**config.mk**
```make
export PLATFORM = sky130hd
export DESIGN_NAME = seg_scanner_flat
export DESIGN_NICKNAME = d
export VERILOG_FILES = /design/src/rtl/seg_scan_pkg.sv /design/src/rtl/seg_scanner_if.sv /design/src/rtl/scan_tick_gen.sv /design/src/rtl/seg_scanner.sv /design/src/flat_wrapper.sv
export SDC_FILE = /design/constraint.sdc
export NUM_CORES = 1
export LEC_CHECK = 0
export CORE_AREA = 2 2 68 70
export CTS_CLUSTER_DIAMETER = 100
export CTS_CLUSTER_SIZE = 28
export DETAILED_ROUTE_END_ITERATION = 16
export DIE_AREA = 0 0 70 72
export PLACE_DENSITY_LB_ADDON = 0.08
export SETUP_SLACK_MARGIN = 0.3
export SYNTH_ARGS = -nofsm -noshare
export SYNTH_HDL_FRONTEND = slang
export SYNTH_SLANG_ARGS = --single-unit
```
**constraint.sdc**
```tcl
create_clock -name clk -period 1.9 [get_ports clk]
set_input_delay 0.19 -clock clk [delete_from_list [all_inputs] [get_ports clk]]
set_output_delay 0.19 -clock clk [all_outputs]
set_load 0.02 [all_outputs]
```
**src/rtl/seg_scan_pkg.sv**
```systemverilog
// seg_scan_pkg: shared constants, digit index type and helpers for the seven-segment scanner
package seg_scan_pkg;
    localparam logic [6:0] SEG_BLANK = 7'h7F;
    localparam logic [3:0] AN_OFF = 4'hF;
    typedef logic [1:0] digit_t;
    function automatic logic [3:0] an_onehot(digit_t idx);
        return ~(4'b0001 << idx);
    endfunction
    function automatic int cnt_w(int n);
        return n > 1 ? $clog2(n) : 1;
    endfunction
endpackage

```
**src/rtl/seg_scanner_if.sv**
```systemverilog
// seg_scanner_if: segment patterns in, multiplexed anode/cathode drive out
// Optional blink port present only when SEG_SCAN_BLINK_EN is defined.
interface seg_scanner_if;
    logic [6:0] seg0;
    logic [6:0] seg1;
    logic [6:0] seg2;
    logic [6:0] seg3;
`ifdef SEG_SCAN_BLINK_EN
    logic [3:0] blink;
`endif
    logic [3:0] an;
    logic [6:0] seg;
    logic [1:0] digit_sel;
    modport master (
        output seg0, seg1, seg2, seg3,
`ifdef SEG_SCAN_BLINK_EN
        output blink,
`endif
        input an, seg, digit_sel
    );
    modport slave (
        input seg0, seg1, seg2, seg3,
`ifdef SEG_SCAN_BLINK_EN
        input blink,
`endif
        output an, seg, digit_sel
    );
endinterface

```
**src/rtl/scan_tick_gen.sv**
```systemverilog
// scan_tick_gen: modulo-MOD counter with terminal-count pulse and post-blank drive flag
module scan_tick_gen import seg_scan_pkg::*; #(
    parameter int MOD = 8,
    parameter int BLANK = 2,
    localparam int W = cnt_w(MOD)
) (
    input logic clk,
    input logic rst,
    output logic [W-1:0] cnt,
    output logic tc,
    output logic drive
);
    assign tc = cnt == W'(MOD - 1);
    assign drive = cnt >= W'(BLANK);
    always_ff @(posedge clk)
        cnt <= rst || tc ? '0 : cnt + W'(1);
endmodule

```
**src/rtl/seg_scanner.sv**
```systemverilog
// seg_scanner: 4-digit time-multiplexed seven-segment driver with per-slot blanking guard
// Define SEG_SCAN_BLINK_EN to add per-digit blinking.
module seg_scanner import seg_scan_pkg::*; #(
    parameter int REFRESH_DIV = 100000,
    parameter int BLANK_CYCLES = 1000
`ifdef SEG_SCAN_BLINK_EN
    , parameter int BLINK_FRAMES = 125
`endif
) (
    input logic clk,
    input logic rst,
    seg_scanner_if.slave bus
);
    localparam int CW = cnt_w(REFRESH_DIV);
    localparam logic [CW-1:0] LAST_BLANK = CW'(BLANK_CYCLES - 1);
    logic [CW-1:0] cnt;
    logic tc, drive, n_drive, hide, show, capture;
    digit_t idx, n_idx;
    logic [6:0] snap, n_snap, cur;
    scan_tick_gen #(.MOD(REFRESH_DIV), .BLANK(BLANK_CYCLES)) u_slot (
        .clk(clk), .rst(rst), .cnt(cnt), .tc(tc), .drive(drive)
    );
    // Outputs are registered from next-state so an/seg line up with cnt/idx without lag
    always_comb begin
        cur = idx == 2'd0 ? bus.seg0 : idx == 2'd1 ? bus.seg1 : idx == 2'd2 ? bus.seg2 : bus.seg3;
        capture = !drive && cnt == LAST_BLANK;
        n_idx = tc ? idx + 2'd1 : idx;
        n_drive = drive ? !tc : capture;
        n_snap = capture ? cur : snap;
        show = n_drive && !hide;
    end
`ifdef SEG_SCAN_BLINK_EN
    localparam int FW = cnt_w(BLINK_FRAMES);
    logic [FW-1:0] fcnt;
    logic bph, ftc, fwrap, n_bph;
    assign fwrap = tc && idx == 2'd3;
    assign ftc = fwrap && fcnt == FW'(BLINK_FRAMES - 1);
    assign n_bph = bph ^ ftc;
    assign hide = n_bph && bus.blink[n_idx];
    always_ff @(posedge clk) begin
        if (rst) begin
            fcnt <= '0;
            bph <= 1'b0;
        end else begin
            if (fwrap) fcnt <= ftc ? '0 : fcnt + FW'(1);
            bph <= n_bph;
        end
    end
`else
    assign hide = 1'b0;
`endif
    always_ff @(posedge clk) begin
        if (rst) begin
            idx <= '0;
            snap <= SEG_BLANK;
            bus.an <= AN_OFF;
            bus.seg <= SEG_BLANK;
            bus.digit_sel <= '0;
        end else begin
            idx <= n_idx;
            snap <= n_snap;
            bus.an <= show ? an_onehot(n_idx) : AN_OFF;
            bus.seg <= show ? n_snap : SEG_BLANK;
            bus.digit_sel <= n_idx;
        end
    end
endmodule

```
**src/flat_wrapper.sv**
```systemverilog
// flat-port wrapper written by rule: the top's interface ports become plain ports
module seg_scanner_flat import seg_scan_pkg::*;
#(
    parameter int REFRESH_DIV = 100000,
    parameter int BLANK_CYCLES = 1000

)
  (clk, rst, bus_seg0, bus_seg1, bus_seg2, bus_seg3, bus_an, bus_seg, bus_digit_sel);
  seg_scanner_if bus_i ();
  input logic clk;
  input logic rst;
  input wire logic [$bits(bus_i.seg0)-1:0] bus_seg0;
  input wire logic [$bits(bus_i.seg1)-1:0] bus_seg1;
  input wire logic [$bits(bus_i.seg2)-1:0] bus_seg2;
  input wire logic [$bits(bus_i.seg3)-1:0] bus_seg3;
  output wire logic [$bits(bus_i.an)-1:0] bus_an;
  output wire logic [$bits(bus_i.seg)-1:0] bus_seg;
  output wire logic [$bits(bus_i.digit_sel)-1:0] bus_digit_sel;
  assign bus_i.seg0 = bus_seg0;
  assign bus_i.seg1 = bus_seg1;
  assign bus_i.seg2 = bus_seg2;
  assign bus_i.seg3 = bus_seg3;
  assign bus_an = bus_i.an;
  assign bus_seg = bus_i.seg;
  assign bus_digit_sel = bus_i.digit_sel;
  seg_scanner #(.REFRESH_DIV(REFRESH_DIV), .BLANK_CYCLES(BLANK_CYCLES)) u_core (.clk(clk), .rst(rst), .bus(bus_i));
endmodule
```
== Yosys cells after proc, flatten, opt, wreduce, memory -nomap -nowiden ==
Index checks and enable logic that the tools add are counted.
Operators by class
  div/mod/pow operators: 0
  $lt $le $gt $ge: 1
  $add $sub $neg: 2
  equal/unequal tests: 4
  bitwise gates (word level): 2
  shifts and indexed selects: 1
  multiplexer cells: 6
  reductions and logical operators: 6
  multiply operators: 0
Operator list (count)
  7-bit two-way mux: 4
  17-bit by 1-bit adder with 17-bit output (second input constant): 1
  17-bit by 10-bit equality test with 1-bit output (second input constant): 1
  17-bit equality test (second input constant): 1
  17-bit by 10-bit greater-or-equal comparator with 1-bit output (second input constant): 1
  4-bit inverter: 1
  1-bit by 2-bit left shift with 4-bit output (first input constant): 1
  2-bit by 1-bit adder with 2-bit output (second input constant): 1
  2-bit by 1-bit equality test with 1-bit output (second input constant): 1
  2-bit equality test (second input constant): 1
  1-bit zero test: 2
  2-bit zero test: 1
  2-bit two-way mux: 1
  2-bit OR reduction: 1
  1-bit logical AND: 1
  1-bit logical OR: 1
  1-bit two-way mux: 1
  1-bit inverter: 1
Word-level totals
  output and inout port bits: 13
  memories: 0
  register bits: 37
  memory bits (writable): 0
  latch bits: 0
  ROM bits: 0

== Longest topological paths before layout ==
  depth after elaboration: 6
  mapped depth: 7

== Cells and area by module ==
Synthesis repeated with hierarchy kept, for this count alone.
Second synthesis, totals
  cell total of the unflattened synthesis: 215
  area, all modules: 2009.4 um2
Modules (own cells, without submodules)
  seg_scanner: area each 1196.1 um2, cells each 121, times used 1, seq. area each 400.4 um2
  scan_tick_gen: area each 813.3 um2, cells each 94, times used 1, seq. area each 340.3 um2

== Least setup slack after synthesis ==
OpenSTA, ideal clock, no wires.
  kind: register to register
  start: register u_core.u_slot.cnt[11]
  end: register u_core.bus.seg[6]
  data required time: 1.780 ns
  arrival time: 1.675 ns
  setup slack: 0.106 ns
  path buffers: 1
  clock period less this slack: 1.794 ns
  setup time: 0.120 ns
  cell stages (with the launch flop): 6
  cell sequence: dfxtp_1 -> or4_4 -> nor4_2 -> nand3_1 -> buf_6 -> o31a_1
Between the ends
  longest elaborated chain between the ends: 6
Ends and longest elaborated chain
  start: declaration: RTL line scan_tick_gen.sv:9  | output logic [W-1:0] cnt,
  start signal: assignment: RTL line scan_tick_gen.sv:16  | cnt <= rst || tc ? '0 : cnt + W'(1);
  17-bit by 10-bit greater-or-equal comparator with 1-bit output: RTL line scan_tick_gen.sv:14  | assign drive = cnt >= W'(BLANK);
  1-bit zero test: RTL line seg_scanner.sv:26  | capture = !drive && cnt == LAST_BLANK;
  1-bit logical AND: RTL line seg_scanner.sv:26
  1-bit two-way mux: RTL line seg_scanner.sv:28  | n_drive = drive ? !tc : capture;
  1-bit inverter (no source line)
  2-bit OR reduction (no source line)
  end signal: assignment: RTL line seg_scanner.sv:63  | bus.seg <= show ? n_snap : SEG_BLANK;
  end: declaration: RTL line seg_scanner_if.sv:26  | output an, seg, digit_sel
Parallel ways exist; a longest one is shown, timed or not.
A chain may end at the register's enable or synchronous reset.

== Worst setup path after layout ==
  start: register u_core.u_slot.cnt[14]
  end: register u_core.bus.seg[6]
Same word-level chain as after synthesis.

==> results.json <==
{
  "cts_tree": "built",
  "dr_total_vias": 1732,
  "synth_area_per_cell_um2": 8.85,
  "die_x_um": 70,
  "syn_nets": 249,
  "netlist_instances": 214,
  "grt_pass1_vias": 1614,
  "fin_total_pwr_mw": 1.43,
  "dp_hpwl_um": 3240,
  "synth_xor_area_share_pct": 6.47,
  "grtUsageTotal_pct": 19.0,
  "cts_root_buffer": "clkbuf_8",
  "htree_levels": 2,
  "power_density_mw_per_mm2": 526,
  "fin_tns_setup_ns": 0,
  "yosys.area_share.simple_pct": 27.2,
  "cts.sinks": 37,
  "ant_nets": 0,
  "dp_cells": 315,
  "startpoint_type": "flip-flop",
  "place.gp.congestion": 0.807,
  "stdcell_area_mm2": 0.00273,
  "grt_pass1_wl_um": 7630,
  "yosys_warnings": 0,
  "hold_path.class": "flip-flop to flip-flop",
  "synth_edf_count": 0,
  "cp-end-kind": "flip-flop",
  "final_cells": 328,
  "ff_latch_area_um2": 753,
  "wl_um": 4520,
  "die_y_um": 72,
  "cts_buffers": 5,
  "routedWlPerCell_um": 13.8,
  "peakVddDrop_mv": 0.390,
  "clkTransAtPathRegs_ns": 0.07,
  "final_cell_mix": "clkdlybuf4s50_1 (42), nor2_1 (35), dfxtp_1 (29)",
  "cap_viol_max_count": 0,
  "start_util_pct": 44.4,
  "antenna_found_initial": 0,
  "dieArea_mm2": 0.00504,
  "ios": 43,
  "synth-compound-area-share_pct": 10.5,
  "synth.mux.area_fraction_pct": 8.45,
  "worstMarginPinSlew_ns": 0.297,
  "place_area_mm2": 0.00248,
  "num_antenna_cells": 0,
  "grt_overflow_total": 0,
  "yosys.area_share.adder_pct": 3.30,
  "synthDistinctLibCells": 34,
  "setup_viol": 0,
  "layout.nets": 310,
  "min_period_ns": 1.73,
  "viasPerCell": 5.28,
  "fillers": 365,
  "syn_area_mm2": 0.00189,
  "criticalPathCategory": "flip-flop to flip-flop",
  "grt_max_degree": 24,
  "slew_viol_final": 0,
  "dr.pass1.iters": 4,
  "core-area_mm2": 0.00426,
  "ys_ff_latch": 37,
  "final_common_cell": "clkdlybuf4s50_1",
  "hold_viol": 0,
  "hold_buffers": 0,
  "cp.arrival_ns": 1.96,
  "async_flop_share_pct": 0,
  "drt_iter0_drc": 35,
  "cts_buffer_depth": 2,
  "timing.final.crit_share_pct": 91.3,
  "drcViolationCount": 0,
  "outcome": "complete, no violations",
  "worst-path-max-fanout": 7,
  "cp.required_ns": 2.13,
  "yosysSeqAreaShare_pct": 39.1,
  "synth_top_family_by_area": "simple AND/OR/NAND/NOR gates",
  "clk_latency_ns": 0.28,
  "layout-drive-gt1-share_pct": 22.1,
  "rows": 24,
  "multi_input_area_mm2": 0.00117,
  "rsz0062_at_grt": "yes",
  "p_leak_nw": 0.994,
  "skew_ns": 0.00623,
  "io_buffers": 42,
  "fmax_ghz": 0.577,
  "synthFlopType": "dfxtp_1",
  "syn2layout_area_growth_pct": 43.9,
  "slew_headroom_pct": 80.0
}
## cells in the mapped netlist (3+ instances only)
master / n / area share, %
nor2_1: 37 / 7.3
nor2b_1: 6 / 2.0
nand2_1: 6 / 1.2
nand4_1: 10 / 3.3
and3_1: 3 / 0.99
xnor2_1: 12 / 5.5
inv_1: 10 / 2.0
ha_1: 5 / 3.3
clkbuf_1: 9 / 1.8
dfxtp_1: 37 / 39
o211ai_1: 7 / 2.8
o31a_1: 7 / 3.2
a211oi_1: 6 / 2.4
nand3_1: 6 / 1.6
nor3_1: 6 / 1.6
mux2i_1: 16 / 8.5
nor3b_1: 7 / 2.8
## metrics by stage
stage / setup slack [ns] / util (%) / hold slack (ns)
floorplan: 0.133 / - / 0.362
global placement: 0.155 / 58.2 / 0.423
detailed placement: 0.127 / 58.2 / 0.419
CTS: 0.140 / 61.6 / 0.436
global route: 0.0751 / 63.9 / 0.483
finish: 0.166 / 63.9 / 0.459
## flip-flops by register name (all words and copies together), names as in the netlist
register and flops:
u_core.u_slot.cnt 17, u_core.bus.seg 7, u_core.snap 7, u_core.bus.an 4
u_core.bus.digit_sel 2
## cell type report
cell class                 instances  area share (%)
multi-input combinational        156            42.8
timing repair buffer              65            22.8
clock buffer                       8            2.94
sequential                        37            27.6
inverter                          10            1.38
tap                               52            2.39
## critical path, stage by stage, from the launching register on
cell	delay (ns)
dfxtp_2	0.32
or4_4	0.54
or4_4	0.48
o211ai_1	0.19
o31a_1	0.14
## logic make-up (layout without fill, tap and decap cells)
kind of cell,after synthesis,in the layout
adder cells (fa/ha/maj),5,5
AND/OR/NAND/NOR,95,95
AO/OA/AOI/OAI,26,26
buffers and inverters,21,83
XOR/XNOR,14,14
flip-flops,37,37
multiplexers,16,16
## power breakdown
| part | internal (mW) | switching, mW | total, mW |
|---|---|---|---|
| Sequential | 0.780 | 0.00543 | 0.786 |
| Clock | 0.260 | 0.256 | 0.516 |
| Combinational | 0.0835 | 0.0485 | 0.132 |
| Total | 1.12 | 0.309 | 1.43 |
## path summary, 6_finish.rpt
kind | start | end | slack (ns) | cells past startpoint
max reg2reg | u_core.u_slot.cnt[14]$_SDFF_PP0_ | u_core.bus.seg[6]$_SDFF_PP1_ | 0.17 | 4
max | u_core.u_slot.cnt[14]$_SDFF_PP0_ | u_core.bus.seg[6]$_SDFF_PP1_ | 0.17 | 4
min | u_core.bus.digit_sel[0]$_SDFF_PP0_ | u_core.bus.an[3]$_SDFF_PP1_ | 0.46 | 1
min reg2reg | u_core.bus.digit_sel[0]$_SDFF_PP0_ | u_core.bus.an[3]$_SDFF_PP1_ | 0.46 | 1
## metal layers
metal | wire, um | GRT usage [%] | up-vias
met4 | 106 | 6.84 | 0
met5 | 0 | 0 | -
met2 | 2010 | 31.2 | 67
met1 | 2090 | 23.1 | 772
li1 | - | - | 880
met3 | 320 | 6.67 | 13
## repair_timing
action,in CTS,in global routing
gates cloned,0,0
endpoints found under the setup margin,19,36
gates resized for setup,10,18
endpoints found under the hold margin,0,0
setup buffers,1,4
pin swaps,0,14
No activity file was read; power rests on OpenSTA's default activity.
==> edit, RTL diff (same flow settings) <==
`BLANK_CYCLES` is set to 1000 in 2 places; all go to 500.
--- a/src/rtl/seg_scanner.sv
+++ b/src/rtl/seg_scanner.sv
@@ -2,7 +2,7 @@
 // Define SEG_SCAN_BLINK_EN to add per-digit blinking.
 module seg_scanner import seg_scan_pkg::*; #(
     parameter int REFRESH_DIV = 100000,
-    parameter int BLANK_CYCLES = 1000
+    parameter int BLANK_CYCLES = 500
 `ifdef SEG_SCAN_BLINK_EN
     , parameter int BLINK_FRAMES = 125
 `endif
--- a/src/flat_wrapper.sv
+++ b/src/flat_wrapper.sv
@@ -2,7 +2,7 @@
 module seg_scanner_flat import seg_scan_pkg::*;
 #(
     parameter int REFRESH_DIV = 100000,
-    parameter int BLANK_CYCLES = 1000
+    parameter int BLANK_CYCLES = 500
 
 )
   (clk, rst, bus_seg0, bus_seg1, bus_seg2, bus_seg3, bus_an, bus_seg, bus_digit_sel);
Check against the original RTL: no difference found for any inputs over 10 cycles, from zero or initial values and one cycle with rst high; that may be too few to reach the edited logic, so the function may still have changed.
==> edit against the unedited design <==
Non-clock buffer count is 6 higher; worst setup slack better by 0.049 ns; die area is the same; sequential power decreased by 0.5%; first-iteration DRC count rose to 4.5 times the old value; area after synthesis is 1.1% lower; design area rose by 8.9%; routed wire length rose by 20%; count of clock-buffer cells in the layout fell by 3; clock skew fell by 0.0027 ns; sequential cell count stayed put; maximum frequency rose by 2.9%; total power grew 20%; highest routed layer unchanged.
==> edit: results (changes against the unedited design) <==
| Metric | Value |
|---|---|
| Worst Hold Class | reg2reg |
| Vias | 1815 (+4.8%) |
| Clock buffer depth | 2 (unchanged) |
| Leakage | 1.065 nW (+7.2%) |
| Synth top area cells | dfxtp_1 (40%), mux2i_1 (5.3%), nor2_1 (3.8%), xor2_1 (3.7%), ha_1 (3.3%) |
| Regs by FF count | u_core.u_slot.cnt (17), u_core.bus.seg (7), u_core.snap (7) |
| GRT Resource Usage Total | 20.85% (+1.9 points) |
| Fill count | 302 (-17%) |
| Max reg flops | 17 (unchanged) |
| Post-synth top cells | dfxtp_1 (37), nor2_1 (19), nand2_1 (11) |
| Synthesis Warnings | 0 (unchanged) |
| Avg Cell Area, Syn | 9.325 sq um (+5.3%) |
| Clock Latency Late Sink | 0.29 ns |
| Worst Skew | 0.003515 ns (-0.002714 ns) |
| TritonCTS Buffers | 5 (unchanged) |
| Number of global-route vias before repair | 1735 (+7.5%) |
| Vias per cell | 5.602 (+6.1%) |
| Total length of routed wires | 5403 microns (+20%) |
| Worst vdd ir | 277.0 uV (-29%) |
| Seq/Total Area, Yosys | 39.52% (+0.42 points) |
| Largest net degree at the start of global routing | 17 (-29%) |
| Synth async-reset ratio | 0% (unchanged) |
| Diodes inserted | 0 (unchanged) |
| Cell area after placement | 2429 sq um (-2.2%) |
| Worst EP arrival | 1.86 ns (-0.10 ns) |
| Top FF cell, synth | dfxtp_1 |
| Htree depth | 2 (unchanged) |
| RePlAce Congestion | 0.7545 (-6.5%) |
| Placed cells | 298 (-5.4%) |
| Clock slew at reported path FFs | roughly 0.080 ns |
| Distinct cells, synth | 38 (+12%) |
| Status | finished clean |
| DRT Pass-1 Iters | 4 (unchanged) |
| Share of cells above drive strength 1 | 31.62% (+9.5 points) |
| Slew margin rel. | 72.69% (-7.3 points) |
| Clock root cell | clkbuf_8 |
| Critical Path Fanout Max | 5 (-2) |
| Number of antenna violations at the first check in global routing | 0 (unchanged) |
| First-pass GRT wire length | 8293 microns (+8.7%) |
| 1st-iter DRT viols | 159 (+350%) |
| Post-Syn Nets | 236 (-5.2%) |
| Hpwl dp | 3552 microns (+9.5%) |
| Layout Nets | 306 (-1.3%) |
| Register area | 777.0 sq um (+3.2%) |
| Port bufs | 42 (unchanged) |
[edit: cell count changes after synthesis, sizes merged, moves of 6 or more]
| cell | before | now |
|---|---|---|
| nor2 | 37 | 19 |
| o211ai | 7 | 0 |
| o31a | 7 | 0 |
| a41o | 0 | 6 |
| mux2i | 16 | 10 |
| xor2 | 2 | 8 |
[edit: routing by layer]
layer	up-vias	global-route usage, %	wire length [microns]
li1	885	-	-
met4	0	8.333	140
met3	16	4.306	290
met1	836	22.98	2193
met2	78	39.26	2778
met5	-	0	0
[edit: path summary, 6_finish.rpt]
path | from | endpoint | slack, ns | cells past startpoint
setup / recovery | u_core.u_slot.cnt[14] | u_core.bus.an[2] | 0.21 | 7
hold / removal | u_core.u_slot.cnt[0] | u_core.u_slot.cnt[0] | 0.45 | 1
setup reg to reg | u_core.u_slot.cnt[14] | u_core.bus.an[2] | 0.21 | 7
hold reg to reg | u_core.u_slot.cnt[0] | u_core.u_slot.cnt[0] | 0.45 | 1
[edit: critical path, cell delays in order, from the launching register on]
cell and delay (ns):
dfxtp_4 0.37, nor4_4 0.25, buf_4 0.18, buf_6 0.10
nand4_1 0.11, buf_6 0.19, mux2i_4 0.20, nand3b_1 0.17
[edit: kinds of logic (layout without fill, tap and decap cells)]
kind of cell / after synthesis / in the layout / share of synthesized area, %
AO/OA/AOI/OAI: 32 / 32 / 13.22
multiplexers: 10 / 10 / 5.341
adder cells (fa/ha/maj): 5 / 5 / 3.338
AND/OR/NAND/NOR: 87 / 88 / 27.90
buffers and inverters: 15 / 85 / 3.671
flip-flops: 37 / 37 / 39.52
XOR/XNOR: 15 / 15 / 7.010
[edit: repair_timing]
action	CTS	global route
resized for setup	41	20
buffers inserted	13	4
pin swaps	16	6
setup endpoints to repair	33	33
cloned	1	0
[edit: per-stage QoR]
stage / total power [mW] / setup WS (ns)
finish: 1.722 / 0.2144
global route: 1.763 / 0.1295
CTS: 1.727 / 0.2519
detailed placement: 0.9125 / 0.07286
global placement: 0.9087 / 0.1625
floorplan: 0.8393 / 0.1741
[edit: power by group]
group | internal [mW] | leakage [nW] | switching, mW | total (mW)
sequential | 0.773 | 0.309 | 0.00859 | 0.782
clock | 0.522 | 0.0681 | 0.301 | 0.823
combinational | 0.0765 | 0.689 | 0.0410 | 0.118
[edit: layout make-up]
cell class,instances,area share [%]
clock buffer,5,2.320
clock inverter,3,2.193
inverter,6,0.8435
multi-input combinational,150,43.23
sequential,37,26.19
tap,52,2.193
timing repair buffer,71,23.03
